### src/rtl/adder_serial_ctrl_if.sv
// Handshake bundle for the nibble-serial adder: operand request channel,
// result channel and a busy indicator.
interface adder_serial_ctrl_if #(
   parameter int unsigned WIDTH = 16
);
   logic             start_valid;
   logic             start_ready;
   logic [WIDTH-1:0] a;
   logic [WIDTH-1:0] b;
   logic             cin;
   logic             res_valid;
   logic             res_ready;
   logic [WIDTH-1:0] sum;
   logic             cout;
   logic             busy;

   modport master (
      output start_valid, a, b, cin, res_ready,
      input  start_ready, res_valid, sum, cout, busy
   );

   modport slave (
      input  start_valid, a, b, cin, res_ready,
      output start_ready, res_valid, sum, cout, busy
   );
endinterface

### src/rtl/adder_serial_ctrl.sv
// Nibble-serial WIDTH-bit adder: one shared 4-bit ripple adder is stepped
// across the operands LSB nibble first, with the carry held in a register.

// Plain 4-bit ripple adder shared by every nibble step.
module adder_4bit (
   input  logic [3:0] a,
   input  logic [3:0] b,
   input  logic       cin,
   output logic [3:0] sum,
   output logic       cout
);
   logic [4:0] w_total;

   // Single 5-bit add gives both the nibble sum and its carry out.
   assign w_total = {1'b0, a} + {1'b0, b} + {4'b0000, cin};
   assign sum     = w_total[3:0];
   assign cout    = w_total[4];
endmodule

module adder_serial_ctrl #(
   parameter int unsigned WIDTH = 16
) (
   input logic                    i_clk,
   input logic                    i_rst_n,
   adder_serial_ctrl_if.slave     io_bus
);
   localparam int unsigned NIB = WIDTH / 4;
   localparam int unsigned CW  = (NIB > 1) ? $clog2(NIB) : 1;

   typedef enum logic [1:0] {
      StIdle,
      StRun,
      StDone
   } state_e;

   state_e           r_state;
   logic [WIDTH-1:0] r_a;
   logic [WIDTH-1:0] r_b;
   logic [WIDTH-1:0] r_sum;
   logic             r_c;
   logic             r_cout;
   logic             r_res_valid;
   logic [CW-1:0]    r_cnt;

   logic [3:0]       w_nib_sum;
   logic             w_nib_cout;
   logic [WIDTH-1:0] w_nib_top;
   logic [WIDTH-1:0] w_sum_shift;

   adder_4bit u_adder (
      .a    (r_a[3:0]),
      .b    (r_b[3:0]),
      .cin  (r_c),
      .sum  (w_nib_sum),
      .cout (w_nib_cout)
   );

   // New nibble enters at the top of the result; after NIB steps nibble 0 sits at [3:0].
   // Built with shifts so WIDTH=4 needs no zero-width slice.
   assign w_nib_top   = WIDTH'(w_nib_sum) << (WIDTH - 4);
   assign w_sum_shift = (r_sum >> 4) | w_nib_top;

   // Sequencer: accept operands, step the adder NIB times, hold the result until taken.
   always_ff @(posedge i_clk or negedge i_rst_n) begin
      if (!i_rst_n) begin
         r_state     <= StIdle;
         r_a         <= '0;
         r_b         <= '0;
         r_sum       <= '0;
         r_c         <= 1'b0;
         r_cout      <= 1'b0;
         r_res_valid <= 1'b0;
         r_cnt       <= '0;
      end else begin
         unique case (r_state)
            StIdle: begin
               if (io_bus.start_valid) begin
                  r_a     <= io_bus.a;
                  r_b     <= io_bus.b;
                  r_c     <= io_bus.cin;
                  r_cnt   <= '0;
                  r_state <= StRun;
               end
            end
            StRun: begin
               r_a   <= r_a >> 4;
               r_b   <= r_b >> 4;
               r_sum <= w_sum_shift;
               r_c   <= w_nib_cout;
               r_cnt <= r_cnt + CW'(1);
               if (r_cnt == CW'(NIB - 1)) begin
                  r_cout      <= w_nib_cout;
                  r_res_valid <= 1'b1;
                  r_state     <= StDone;
               end
            end
            StDone: begin
               // No bypass to IDLE-accept here: a new start waits one cycle.
               if (io_bus.res_ready) begin
                  r_res_valid <= 1'b0;
                  r_state     <= StIdle;
               end
            end
            default: r_state <= StIdle;
         endcase
      end
   end

   // Status decoded from state only; result outputs come straight from registers.
   assign io_bus.start_ready = (r_state == StIdle);
   assign io_bus.busy        = (r_state != StIdle);
   assign io_bus.res_valid   = r_res_valid;
   assign io_bus.sum         = r_sum;
   assign io_bus.cout        = r_cout;
endmodule

### src/flat_wrapper.sv
// flat-port wrapper written by rule: the top's interface ports become plain ports
module adder_serial_ctrl_flat 
#(
   parameter int unsigned WIDTH = 16
)
  (i_clk, i_rst_n, io_bus_start_valid, io_bus_a, io_bus_b, io_bus_cin, io_bus_res_ready, io_bus_start_ready, io_bus_res_valid, io_bus_sum, io_bus_cout, io_bus_busy);
  adder_serial_ctrl_if #(.WIDTH(WIDTH)) io_bus_i ();
  input logic i_clk;
  input logic i_rst_n;
  input wire logic [$bits(io_bus_i.start_valid)-1:0] io_bus_start_valid;
  input wire logic [$bits(io_bus_i.a)-1:0] io_bus_a;
  input wire logic [$bits(io_bus_i.b)-1:0] io_bus_b;
  input wire logic [$bits(io_bus_i.cin)-1:0] io_bus_cin;
  input wire logic [$bits(io_bus_i.res_ready)-1:0] io_bus_res_ready;
  output wire logic [$bits(io_bus_i.start_ready)-1:0] io_bus_start_ready;
  output wire logic [$bits(io_bus_i.res_valid)-1:0] io_bus_res_valid;
  output wire logic [$bits(io_bus_i.sum)-1:0] io_bus_sum;
  output wire logic [$bits(io_bus_i.cout)-1:0] io_bus_cout;
  output wire logic [$bits(io_bus_i.busy)-1:0] io_bus_busy;
  assign io_bus_i.start_valid = io_bus_start_valid;
  assign io_bus_i.a = io_bus_a;
  assign io_bus_i.b = io_bus_b;
  assign io_bus_i.cin = io_bus_cin;
  assign io_bus_i.res_ready = io_bus_res_ready;
  assign io_bus_start_ready = io_bus_i.start_ready;
  assign io_bus_res_valid = io_bus_i.res_valid;
  assign io_bus_sum = io_bus_i.sum;
  assign io_bus_cout = io_bus_i.cout;
  assign io_bus_busy = io_bus_i.busy;
  adder_serial_ctrl #(.WIDTH(WIDTH)) u_core (.i_clk(i_clk), .i_rst_n(i_rst_n), .io_bus(io_bus_i));
endmodule
### config.mk
export PLATFORM = sky130hd
export DESIGN_NAME = adder_serial_ctrl_flat
export DESIGN_NICKNAME = d
export VERILOG_FILES = /design/src/rtl/adder_serial_ctrl_if.sv /design/src/rtl/adder_serial_ctrl.sv /design/src/flat_wrapper.sv
export SDC_FILE = /design/constraint.sdc
export NUM_CORES = 1
export LEC_CHECK = 0
export CORE_MARGIN = 10
export CORE_UTILIZATION = 40
export CTS_CLUSTER_DIAMETER = 100
export DETAILED_ROUTE_END_ITERATION = 10
export PLACE_DENSITY_LB_ADDON = 0.08
export SKIP_LAST_GASP = 1
export SLEW_MARGIN = 30
export SYNTH_ARGS = -nofsm -noshare
export SYNTH_HDL_FRONTEND = slang
export SYNTH_SLANG_ARGS = --single-unit
export TNS_END_PERCENT = 10
### constraint.sdc
create_clock -name i_clk -period 2.1 [get_ports i_clk]
set_clock_uncertainty 0.05 [all_clocks]
set_input_delay 0.42 -clock i_clk [delete_from_list [all_inputs] [get_ports i_clk]]
set_output_delay 0.42 -clock i_clk [all_outputs]
set_load 0.02 [all_outputs]
==> impl_summary.txt, run 1 <==
----------------------------------------------------
[Detailed routing]
  Routed wire length ... 6010 um
  # DRC ... 0
  Via-to-Cell Ratio ... 4.93
  DR vias ... 1993
  Avg WL per Cell ... around 15 um
  Violation count after the first detailed-route iteration ... 67
  Post-DRT Antenna Nets ... 0
  1st-pass router iterations ... 4

[Die]
  Core Region ... 6390 um2
  Die Area ... ~10000 um2
  Die Height ... 101 um
  Overall die width ... 101 um
  Initial core utilization ... 41.4%
  Row count ... 29
  I/O pins ... 57

[Logic synthesis]
  Syn_nets ... 315
  Post-synthesis share of cell area spent on and, or, nand and nor gates ... between 10% and 20%
  Post-synthesis instance area ... 2640 um2
  Post-Synthesis Cells ... approximately 270
  Cell type contributing the most total cell area after synthesis ... sky130_fd_sc_hd__dfrtp_1
  Combinational family with the most area after synthesis ... simple AND/OR/NAND/NOR gates
  Post-synthesis register bit count ... 55
  Compound-Gate Fraction of Synth Area ... between 10 and 15%
  Unique masters post-synth ... 33
  Portion of synthesized cell area occupied by the leading cell type ... between 50% and 60%
  Parity-gate share of the synthesized area counting xor and xnor cells ... 0.331%
  Post-synthesis adder-cell area fraction ... 3.41%
  Synth Warn # ... 0
  Mux cell area share after synthesis ... roughly 7.2%
  Part of the Yosys area used for sequential elements ... 52.1%
  Synth top area cells ... sky130_fd_sc_hd__dfrtp_1 (52%), sky130_fd_sc_hd__nand2_1 (9.8%), sky130_fd_sc_hd__mux2i_1 (7.2%), sky130_fd_sc_hd__o21ai_0 (6.3%), sky130_fd_sc_hd__nor2b_1 (3.8%)
  Mean Syn Cell Area ... 9.72 um2

[Cells and area]
  Most common library cell in the layout ignoring fill and taps ... sky130_fd_sc_hd__nand2_1
  Fraction of final layout cells sized beyond drive strength 1 ... 6.42%
  Final layout net count ... 369
  Finished Core Util ... 52.8%
  Finished Layout Cells ... 404
  Count of filler cells inserted in the layout ... 615
  Antenna cells ... 0
  Layout overhead on the synthesized area ... 27.6%
  Area taken by flip-flops and latches ... approximately 1400 um2
  Area occupied by multi-input gates ... 1130 um2
  Leading cell types in the layout, fill and taps excluded ... sky130_fd_sc_hd__nand2_1 (69), sky130_fd_sc_hd__dfrtp_1 (55), sky130_fd_sc_hd__clkdlybuf4s50_1 (54)

[Clocking]
  Cts hold-fix bufs ... 0
  Buffer depth of the longest clock path ... 2
  Depth of the CTS H-tree ... 2
  Clk Latency, worst-skew pair ... 0.31 ns
  Number of sinks on the clock net ... 55
  Clock transition at path regs ... about 0.1 ns
  Cell at the root of the clock tree ... sky130_fd_sc_hd__clkbuf_8
  Number of buffers created by CTS ... 5
  Clock tree from TritonCTS ... done

[Global routing]
  Antenna violations before repair ... 0
  Overall fraction of global-route tracks in use ... approximately an eighth
  Maximum number of pins on one net before global-route repair ... 56
  Wire length of the first global-routing pass ... approximately 9900 um
  Total overflow reported by the global router ... 0
  Via count of the first global-routing pass ... between 2000 and 2500

[STA]
  Final setup violating endpoints ... 0
  Hold violation count in the final report ... 0
  Max-slew violation count ... 0
  Worst slew pin tran ... ~0.31 ns
  Final total negative setup slack ... 0 ns
  Post-layout minimum cycle time ... 2.01 ns
  RSZ-0062 raised after global routing ... no
  Worst max-slew margin expressed relative to the limit ... between 70% and 80%
  Final period utilization ... 95.9%
  Timing-limited maximum frequency ... about 500 MHz

[Power]
  Areal power density over the cells ... ~1400 nW/um2
  Pleak ... ~0.0015 uW
  Worst IR Drop VDD ... 0.685 mV

[Flow run]
  # Max-Cap Violations ... 0

[Setup path]
  Critical path data arrival time ... 1.54 ns
  Type of the worst setup path ... flop to primary output
  Maximum fanout along the worst path ... 2
  Element type at the critical path start ... flop
  Type of destination of the critical path ... primary output
  Worst path required time ... about 1.6 ns

[Place]
  Final Wtd Congestion ... around 0.71
  Placed Cells ... about 400
  DP HPWL ... 4250 um
  Number of buffers inserted by port buffering ... 56

[Outcome]
  Result of the run ... finished, final reports clean

[Worst hold path]
  Worst min path class ... input port to asynchronous set/reset pin

----------------------------------------------------
[state kept, by name, summed over array words and instances (netlist names)]
name / cells
u_core.r_b: 16
u_core.io_bus.cout: 1
u_core.io_bus.res_valid: 1
u_core.r_c: 1
u_core.r_cnt: 2
u_core.io_bus.sum: 16
u_core.r_state: 2
u_core.r_a: 16
[cell type report]
class | instances | share of cell area [%]
inverter | 6 | 0.668
sequential | 55 | 40.8
timing repair buffer | 66 | 19.8
clock inverter | 1 | 0.148
multi-input combinational | 192 | 33.5
clock buffer | 7 | 2.26
tap | 77 | 2.86
[routing by layer]
metal  vias up  part of all wire (%)  track usage, %
li1       1021                     -               -
met2        44                    44            17.5
met5         -                     0               0
met1       921                    49            15.7
met3         7                   6.1            4.42
met4         0                   1.0            3.22
[worst paths after layout]
kind / to / from / slack [ns] / depth (start not counted)
hold / removal: u_core.io_bus.sum[3] / i_rst_n / 0.04 / 2
setup / recovery: io_bus_busy / u_core.r_state[0] / 0.09 / 2
min in group i_clk: u_core.io_bus.sum[1] / u_core.io_bus.sum[1] / 0.43 / 2
hold reg to reg: u_core.io_bus.sum[1] / u_core.io_bus.sum[1] / 0.43 / 2
max in group asynchronous: u_core.r_a[14] / i_rst_n / 1.71 / 2
setup reg to reg: u_core.r_b[9] / u_core.r_state[0] / 0.37 / 5
[what timing repair did]
item | in CTS | in global routing
resized for setup | 1 | 0
buffers inserted | 0 | 0
endpoints found under the setup margin | 1 | 0
[synth_stat cells]
cell type,number
sky130_fd_sc_hd__nand2_1,69
sky130_fd_sc_hd__dfrtp_1,55
sky130_fd_sc_hd__o21ai_0,33
sky130_fd_sc_hd__a21oi_1,19
sky130_fd_sc_hd__mux2i_1,19
sky130_fd_sc_hd__nor2b_1,16
sky130_fd_sc_hd__a22oi_1,7
sky130_fd_sc_hd__clkbuf_1,7
sky130_fd_sc_hd__inv_1,6
sky130_fd_sc_hd__buf_2,4
sky130_fd_sc_hd__buf_4,4
sky130_fd_sc_hd__ha_1,4
sky130_fd_sc_hd__o21ai_1,4
sky130_fd_sc_hd__buf_6,3
sky130_fd_sc_hd__nor2_1,3
sky130_fd_sc_hd__fa_1,2
sky130_fd_sc_hd__a221oi_1,1
sky130_fd_sc_hd__a22o_1,1
sky130_fd_sc_hd__and3b_1,1
sky130_fd_sc_hd__clkbuf_2,1
sky130_fd_sc_hd__nand2b_1,1
sky130_fd_sc_hd__nand2b_4,1
sky130_fd_sc_hd__nand3_1,1
sky130_fd_sc_hd__nand4b_1,1
sky130_fd_sc_hd__nor2b_4,1
sky130_fd_sc_hd__nor4b_1,1
sky130_fd_sc_hd__nor4bb_1,1
sky130_fd_sc_hd__o21bai_2,1
sky130_fd_sc_hd__o2bb2ai_1,1
sky130_fd_sc_hd__o31ai_1,1
sky130_fd_sc_hd__or2_2,1
sky130_fd_sc_hd__or4b_1,1
sky130_fd_sc_hd__xor2_1,1
[power by group]
part	leakage, uW	switching, uW	internal, uW	total [uW]
sequential	0.000702	291	1520	1810
combinational	0.000795	1360	1140	2510
clock	0.0000422	334	235	569
total	0.00154	1990	2900	4890
[kinds of logic (layout without fill, tap and decap cells)]
kind of cell / after synthesis / after routing
buffers and inverters: 25 / 80
AO/OA/AOI/OAI: 68 / 68
multiplexers: 19 / 19
adder cells (fa/ha/maj): 6 / 6
XOR/XNOR: 1 / 1
flip-flops: 55 / 55
AND/OR/NAND/NOR: 98 / 98
[stage by stage]
stage	instance area [um2]	power, uW	setup WS (ns)	hold WS (ns)
after detailed placement	3290	4410	0.313	0.394
after CTS	3370	4980	0.0639	0.0493
after global routing	3370	5320	0.0239	0.0588
after global placement	3290	4360	0.325	0.396
final	3370	4890	0.0853	0.0395
after floorplan	2640	3520	0.419	0.0744
[worst max-delay path, cell delays in order (launching register included)]
cell and delay, ns:
sky130_fd_sc_hd__dfrtp_1 0.38, sky130_fd_sc_hd__or2_2 0.30, sky130_fd_sc_hd__clkdlybuf4s50_1 0.55
(Power assumes the default switching activity.)
==> run 2, diff against run 1 <==
SLEW_MARGIN = 20   (was 30)
==> results of run 2 <==
Final layout, timing and power as in run 1 (identical DEF).
